## src/rtl/usb_rx_pkg.sv

```systemverilog
// Shared definitions for the USB receive front end:
// SYNC pattern, unstuffer state type and default limits.
package usb_rx_pkg;

   localparam logic [7:0] SYNC_IN      = 8'b0000_0001;
   localparam int         MAX_ONES_DEF = 6;
   localparam int         EOP_SE0_DEF  = 2;

   typedef enum logic [1:0] {
      ST_HUNT,
      ST_DATA,
      ST_EOP,
      ST_ERROR
   } rx_state_t;

endpackage

```

## src/rtl/rx_sync_detect.sv

```systemverilog
// SYNC hunter: 8-bit line shift register plus pattern match.
// Ports: clk/rst, clear (load all-ones), shift + bit_in (shift one
// line bit in), sync_hit (the register after this shift is SYNC).
module rx_sync_detect
   import usb_rx_pkg::*;
(
   input  logic clk,
   input  logic rst,
   input  logic clear,
   input  logic shift,
   input  logic bit_in,
   output logic sync_hit
);

   logic [7:0] sr;

   always_ff @(posedge clk) begin
      if (rst || clear) begin
         sr <= 8'hFF;
      end else if (shift) begin
         sr <= {sr[6:0], bit_in};
      end
   end

   // Looks at the value the register will hold after shifting,
   // so the match is known in the cycle of the final SYNC bit.
   assign sync_hit = ({sr[6:0], bit_in} == SYNC_IN);

endmodule

```

## src/rtl/rx_bit_unstuffer.sv

```systemverilog
// Receive bit unstuffer: SYNC hunt, stuffed-zero removal, EOP detect.
// Inputs: clk, rst, abort, bit_en/nrzi_bit/se0 line bit, rc_stuff_error.
// Outputs: s_in/s_valid data, start_decode/end_decode framing pulses,
// rx_active packet level, stuff_error level until acknowledged.
module rx_bit_unstuffer
   import usb_rx_pkg::*;
#(
   parameter int MAX_ONES     = MAX_ONES_DEF,
   parameter int EOP_SE0_BITS = EOP_SE0_DEF
) (
   input  logic clk,
   input  logic rst,
   input  logic abort,
   input  logic bit_en,
   input  logic nrzi_bit,
   input  logic se0,
   input  logic rc_stuff_error,
   output logic s_in,
   output logic s_valid,
   output logic start_decode,
   output logic end_decode,
   output logic rx_active,
   output logic stuff_error
);

   localparam logic [2:0] ONES_LIM = 3'(MAX_ONES);
   localparam logic [1:0] SE0_LIM  = 2'(EOP_SE0_BITS);

   rx_state_t  state, state_n;
   logic [2:0] ones_cnt, ones_n;
   logic [1:0] se0_cnt, se0_n;
   logic       first, first_n;
   logic       act_n, valid_n, sin_n, start_n, end_n;
   logic       sr_shift, sr_clear, sync_hit;

   rx_sync_detect u_sync (
      .clk      (clk),
      .rst      (rst),
      .clear    (sr_clear | abort),
      .shift    (sr_shift),
      .bit_in   (nrzi_bit),
      .sync_hit (sync_hit)
   );

   always_comb begin
      state_n  = state;
      ones_n   = ones_cnt;
      se0_n    = se0_cnt;
      first_n  = first;
      act_n    = rx_active;
      valid_n  = 1'b0;
      sin_n    = 1'b0;
      start_n  = 1'b0;
      end_n    = 1'b0;
      sr_shift = 1'b0;
      sr_clear = 1'b0;
      // The acknowledge is honoured whether or not a bit is present.
      if (state == ST_ERROR && rc_stuff_error) begin
         state_n  = ST_HUNT;
         sr_clear = 1'b1;
      end else if (bit_en) begin
         unique case (state)
            ST_HUNT: begin
               if (se0) begin
                  sr_clear = 1'b1;
               end else begin
                  sr_shift = 1'b1;
                  if (sync_hit) begin
                     state_n = ST_DATA;
                     ones_n  = 3'd1;
                     first_n = 1'b1;
                     act_n   = 1'b1;
                  end
               end
            end
            ST_DATA: begin
               if (se0) begin
                  state_n = ST_EOP;
                  se0_n   = 2'd1;
               end else if (ones_cnt == ONES_LIM) begin
                  if (!nrzi_bit) begin
                     ones_n = 3'd0;
                  end else begin
                     state_n = ST_ERROR;
                     act_n   = 1'b0;
                  end
               end else begin
                  valid_n = 1'b1;
                  sin_n   = nrzi_bit;
                  start_n = first;
                  first_n = 1'b0;
                  ones_n  = nrzi_bit ? ones_cnt + 3'd1 : 3'd0;
               end
            end
            ST_EOP: begin
               if (se0) begin
                  se0_n = se0_cnt + 2'd1;
                  if (se0_n == SE0_LIM) begin
                     // An empty packet ends silently; otherwise
                     // rx_active stays up through the end pulse.
                     end_n    = !first;
                     act_n    = !first;
                     state_n  = ST_HUNT;
                     sr_clear = 1'b1;
                  end
               end else begin
                  state_n = ST_ERROR;
                  act_n   = 1'b0;
               end
            end
            ST_ERROR: begin
            end
         endcase
      end
   end

   always_ff @(posedge clk) begin
      if (rst) begin
         state        <= ST_HUNT;
         ones_cnt     <= 3'd0;
         se0_cnt      <= 2'd0;
         first        <= 1'b0;
         s_in         <= 1'b0;
         s_valid      <= 1'b0;
         start_decode <= 1'b0;
         end_decode   <= 1'b0;
         rx_active    <= 1'b0;
         stuff_error  <= 1'b0;
      end else if (abort) begin
         state        <= ST_HUNT;
         s_in         <= 1'b0;
         s_valid      <= 1'b0;
         start_decode <= 1'b0;
         end_decode   <= 1'b0;
         rx_active    <= 1'b0;
         stuff_error  <= 1'b0;
      end else begin
         state        <= state_n;
         ones_cnt     <= ones_n;
         se0_cnt      <= se0_n;
         first        <= first_n;
         s_in         <= sin_n;
         s_valid      <= valid_n;
         start_decode <= start_n;
         end_decode   <= end_n;
         rx_active    <= end_decode ? 1'b0 : act_n;
         stuff_error  <= (state_n == ST_ERROR);
      end
   end

endmodule

```

## config.mk

```make
export PLATFORM = sky130hd
export DESIGN_NAME = rx_bit_unstuffer
export DESIGN_NICKNAME = d
export VERILOG_FILES = /design/src/rtl/usb_rx_pkg.sv /design/src/rtl/rx_sync_detect.sv /design/src/rtl/rx_bit_unstuffer.sv
export SDC_FILE = /design/constraint.sdc
export NUM_CORES = 1
export LEC_CHECK = 0
export BUFFER_PORTS_ARGS = -buffer_cell sky130_fd_sc_hd__buf_2
export CORE_MARGIN = 2
export CORE_UTILIZATION = 55
export CTS_CLUSTER_DIAMETER = 30
export DETAILED_ROUTE_END_ITERATION = 12
export GPL_TIMING_DRIVEN = 0
export PLACE_DENSITY_LB_ADDON = 0.15
export SLEW_MARGIN = 20
export SYNTH_ARGS = -nofsm -noshare
export SYNTH_HDL_FRONTEND = slang
export SYNTH_SLANG_ARGS = --single-unit
export TNS_END_PERCENT = 30
```

## constraint.sdc

```tcl
create_clock -name clk -period 1.74 [get_ports clk]
set_clock_uncertainty 0.2 [all_clocks]
set_input_delay 0.174 -clock clk [delete_from_list [all_inputs] [get_ports clk]]
set_output_delay 0.174 -clock clk [all_outputs]
set_load 0.01 [all_outputs]
```

# After elaboration in Yosys (flattened, before gate mapping)
# Index checks and enable logic that the tools add are counted.
[word_totals] ff_bits=21 input_bits=7 output_inout_bits=6
[op_classes] n_addsub=2 eq_ne=17 n_mux=42 bitwise_logic=8 reduce_logical=16
[ops] op="$mux W2" n=11
[ops] op="$mux W1" n=19
[ops] op="$mux W3" n=6
[ops] op="$ne A2 B2 Y1 const B" n=8
[ops] op="$reduce_and A8 Y1" n=2
[ops] op="$reduce_or A7 Y1" n=2
[ops] op="$reduce_and A9 Y1" n=1
[ops] op="$eq A2 B2 Y1 const B" n=4
[ops] op="$eq A8 B1 Y1 const B" n=1
[ops] op="$not A1 Y1" n=7
[ops] op="$ne A3 B3 Y1 const B" n=2
[ops] op="$pmux W2 S3" n=1
[ops] op="$pmux W3 S2" n=1
[ops] op="$reduce_and A6 Y1" n=1
[ops] op="$reduce_or A6 Y1" n=1
[ops] op="$pmux W1 S2" n=2
[ops] op="$pmux W2 S2" n=1
[ops] op="$reduce_bool A2 Y1" n=2
[ops] op="$add A3 B1 Y3 const B" n=1
[ops] op="$eq A3 B3 Y1 const B" n=1
[ops] op="$pmux W1 S3" n=1
[ops] op="$reduce_bool A3 Y1" n=1
[ops] op="$reduce_or A3 Y1" n=1
[ops] op="$add A2 B1 Y2 const B" n=1
[ops] op="7 further kinds" n=7

# Longest topological paths before layout
[logic_depth] word_depth=9 mapped_depth=6

# By module
# Synthesis repeated with hierarchy kept, for this count alone.
[unflattened] cells_unflattened=111 area_unflattened_um2=1003.5
[by_module_without_submodules] mod="rx_bit_unstuffer" instances=1 cells_per_inst=85 area_per_inst_um2=735.7
[by_module_without_submodules] mod="rx_sync_detect" instances=1 cells_per_inst=26 area_per_inst_um2=267.8

# Worst setup path before layout
# No wires, ideal clock.
[synth_path] kind="register to register" from="reg state[1]" to="reg rx_active" arrival_ns=1.328 required_time_ns=1.468 slack_ns=0.141 stages_incl_launch_ff=6 path_buffers=2 period_less_slack_ns=1.599 path_cell_list="dfxtp_1 clkbuf_1 buf_2 nand2_1 a221oi_1 mux2i_1"
[synth_via] elab_chain_len=4 word_cells_on_any_way=15 cone_classes="9 x eq/ne; 1 x mux; 1 x bitwise; 4 x reduce/logical"
[synth_lines] item="start: declaration" line="rx_bit_unstuffer.sv:29" text="rx_state_t state, state_n;"
[synth_lines] item="start signal: assignment" line="rx_bit_unstuffer.sv:138" text="state <= state_n;"
[synth_lines] item="branches (longest 4 deep; another with $reduce_and A9 Y1)"
[synth_lines] item="end signal: assignment" line="rx_bit_unstuffer.sv:146" text="rx_active <= end_decode ? 1'b0 : act_n;"
[synth_lines] item="end: declaration" line="rx_bit_unstuffer.sv:22" text="output logic rx_active,"
# Several ways; the timed one is not identified.
# A chain may end at the register's enable or synchronous reset.

# Worst setup path after layout
# Same ends and word-level chain as after synthesis.

==> summary.md <==
| Metric | Value |
|---|---|
| Status | finished, violations left |
| Failing checks | negative setup slack |
| Utilization after layout | 72.0% |
| CP Class | reg -> reg |
| Minimum clock period | 1770 ps |
| Synth Instances | 129 |
| GRT Resource Usage Total | 22.8% |
| Multiplexer area fraction after synthesis | 0.931% |
| Final hold violation count | 0 |
| CP arrival | 1820 ps |
| Crit. End Element | flop |
| # clock sinks | 21 |
| Std cell rows | 15 |
| Most frequent cells in the layout | 21 x nand2_1, 20 x dfxtp_1, 13 x buf_2 |
| Number of buffers on the longest clock path | 2 |
| Peak Freq | 563 MHz |
| GPL Wtd Cong | 0.830 |
| Final nets | 159 |
| Main combinational cell family by area after synthesis | simple AND/OR/NAND/NOR gates |
| Inst Count DP | 164 |
| Compound-gate portion of the synthesized area | 17.2% |
| Area contributors post-synth | dfxtp_1 39%, nand2_1 7.7%, nand3_1 5.1% |
| Syn Nets | 139 |
| Worst-path fanout max | 10 |
| Max Cap Viol | 0 |
| Period utilization | 102% |
| Routed WL per cell | 13.9 um |
| Initial antenna violation count | 0 |
| Routed via count | 1018 |
| CTS tree | done |
| Leakage | 0.526 nW |
| Reg clk slew, reported paths | 110 ps |
| Final Max Tran Viols | 0 |
| Maximum vdd drop | 0.000410 V |
| Layout cell share with drive strength beyond 1 | 25.7% |
| DP HPWL | 1600 um |
| Slew headroom | 72.4% |
| Top-area cell type share of the netlist area | 39.1% |
| Vias in the first global route | 901 |
| HP Class | in -> reg |
| ANT nets after route | 0 |
| Core Box Area | 1780 um2 |
| Die Area | 2320 um2 |
| RSZ-0062 raised after global routing | true |
| CTS H-tree depth | 1 |
| Layout fillers | 150 |
| Starting density of the core | 60.3% |
| Area of the mapped netlist | 1070 um2 |
| Num ports | 13 |
| Setup ws final | -34.9 ps |
| Routed wire length | 2410 um |
| Synth Area in XOR/XNOR | 0% |
| CTS Buf Count | 3 |
| Ys Warns | 0 |
| First-pass GRT wire length | 3660 um |
| DR iter-0 viols | 30 |
| Avg Inst Size Synth | 8.33 um2 |
| Area delta synth->final | 19.4% |
| Via density | 5.88 |
| GRT Max-Usage Layer | met2 |
| Met1 Resource Use GR | 25.3% |
| Largest net degree at the start of global routing | 13 |
| Post-synthesis sequential area ratio | 39.1% |
| Root Driver | clkbuf_4 |
| M2 GR Usage | 40.0% |
| DRC | 0 |
| Non-Filler Instances | 173 |
| Final Setup Violations | 2 |
| Area leader, netlist | dfxtp_1 |
| Adder-Cell Fraction of Synth Area | 3.49% |
| Die width | 48.2 um |
| Crit path launch type | flop |
| Met3 Use GR | 7.78% |
| DR pass1 iterations | 5 |
| Port Buffers | 10 |
| Commonest non-fill, non-tap cell in the layout | nand2_1 |
| Die Span Y | 48.2 um |
| Antenna Cells | 0 |
| Library cells used by synthesis | 39 |
| Worst Tran Pin Value | 412 ps |
| Synth Area in Simple Gates | 34.3% |
| #FFs+latches synth | 21 |
| Grt ovf | 0 |
| Cell Pwr Density | 618 nW/um2 |
| Clk_lat worst skew | 310 ps |
| CP required | 1790 ps |
logic make-up after synthesis:
family | Yosys count
buffers and inverters | 13
muxes | 1
adders and majority gates | 3
DFF | 21
AOI/OAI and AO/OA | 28
and+or+nand+nor | 63
synth_stat cells:
library cell  number
or2b_1             1
a311o_1            1
nor3_1             5
nor4b_1            2
ha_1               3
a211oi_1           1
nor4b_4            1
mux2i_1            1
or3_1              2
dfxtp_1           21
a2bb2oi_1          2
nor2b_1            3
nand2_1           22
a31oi_1            3
and2_1             3
a21oi_1           10
a31oi_2            1
nand3_1           11
o21ai_0            4
nand3b_1           1
a221oi_1           1
nor4bb_1           1
and3b_2            1
nand2b_1           1
nor4_2             2
nor2_1             2
a2111oi_0          1
a311oi_1           1
or4b_4             1
nor4_1             1
o21a_1             1
inv_1              6
nor3b_1            2
clkbuf_1           3
or2_2              1
o211ai_1           1
a21o_1             1
buf_2              3
buf_1              1
stage by stage:
step	setup TNS (ps)	setup WS (ps)	area [um2]	hold slack (ps)	power, mW
5_1_grt	-388	-108	1280	37.8	0.832
3_5_place_dp	-526	-111	1160	258	0.560
2_1_floorplan	0	141	1070	95.7	0.541
6_report	-61.1	-34.9	1280	23.6	0.794
4_1_cts	0	14.1	1230	6.87	0.797
3_3_place_gp	-404	-109	1160	242	0.558
worst max-delay path, stage by stage, from the launching register on:
cell and delay [ps]:
dfxtp_1 350, clkbuf_2 190, nor4bb_2 320, a21oi_1 120, a221oi_2 310, mux2i_1 220
layout make-up:
cell class	count	area, um2	share of cell area [%]
multi-input cells	95	653	50.9
flip-flops and latches	21	422	32.8
repair buffers	15	92.6	7.21
plain buffers	7	35.0	2.73
well taps	25	31.3	2.44
clock buffers	3	22.5	1.75
inverters	6	22.5	1.75
clock inverters	1	5.00	0.390
what timing repair did:
item,in CTS,in global routing
endpoints found under the setup margin,10,14
hold buffers,2,0
pin swaps,1,3
buffers inserted,0,3
resized for setup,8,7
endpoints found under the hold margin,1,0
path summary, 6_finish.rpt:
check | startpoint | to | slack, ps | cells after the start
setup reg to reg | state[1] | rx_active | -30 | 5
hold / removal | rst | se0_cnt[1] | 20 | 2
hold reg to reg | rx_active | rx_active | 270 | 2
setup / recovery | state[1] | rx_active | -30 | 5
routing by layer:
layer | vias up | wire length (um)
met5 | - | 0
li1 | 499 | -
met4 | 0 | 36
met1 | 469 | 1000
met3 | 9 | 137
met2 | 41 | 1240
registers in the layout, summed over array words and instances (netlist names):
| register | flops |
|---|---|
| se0_cnt | 2 |
| first | 1 |
| s_in | 1 |
| stuff_error | 1 |
| start_decode | 1 |
| ones_cnt | 3 |
| u_sync.sr | 7 |
| s_valid | 1 |
| end_decode | 1 |
| rx_active | 1 |
| state | 2 |
power breakdown:
part | total, mW | internal [mW] | switching (mW)
sequential | 0.490 | 0.485 | 0.00495
combinational | 0.0694 | 0.0273 | 0.0421
clock | 0.234 | 0.0859 | 0.149
Note: power is estimated with default switching activity, not from simulation.
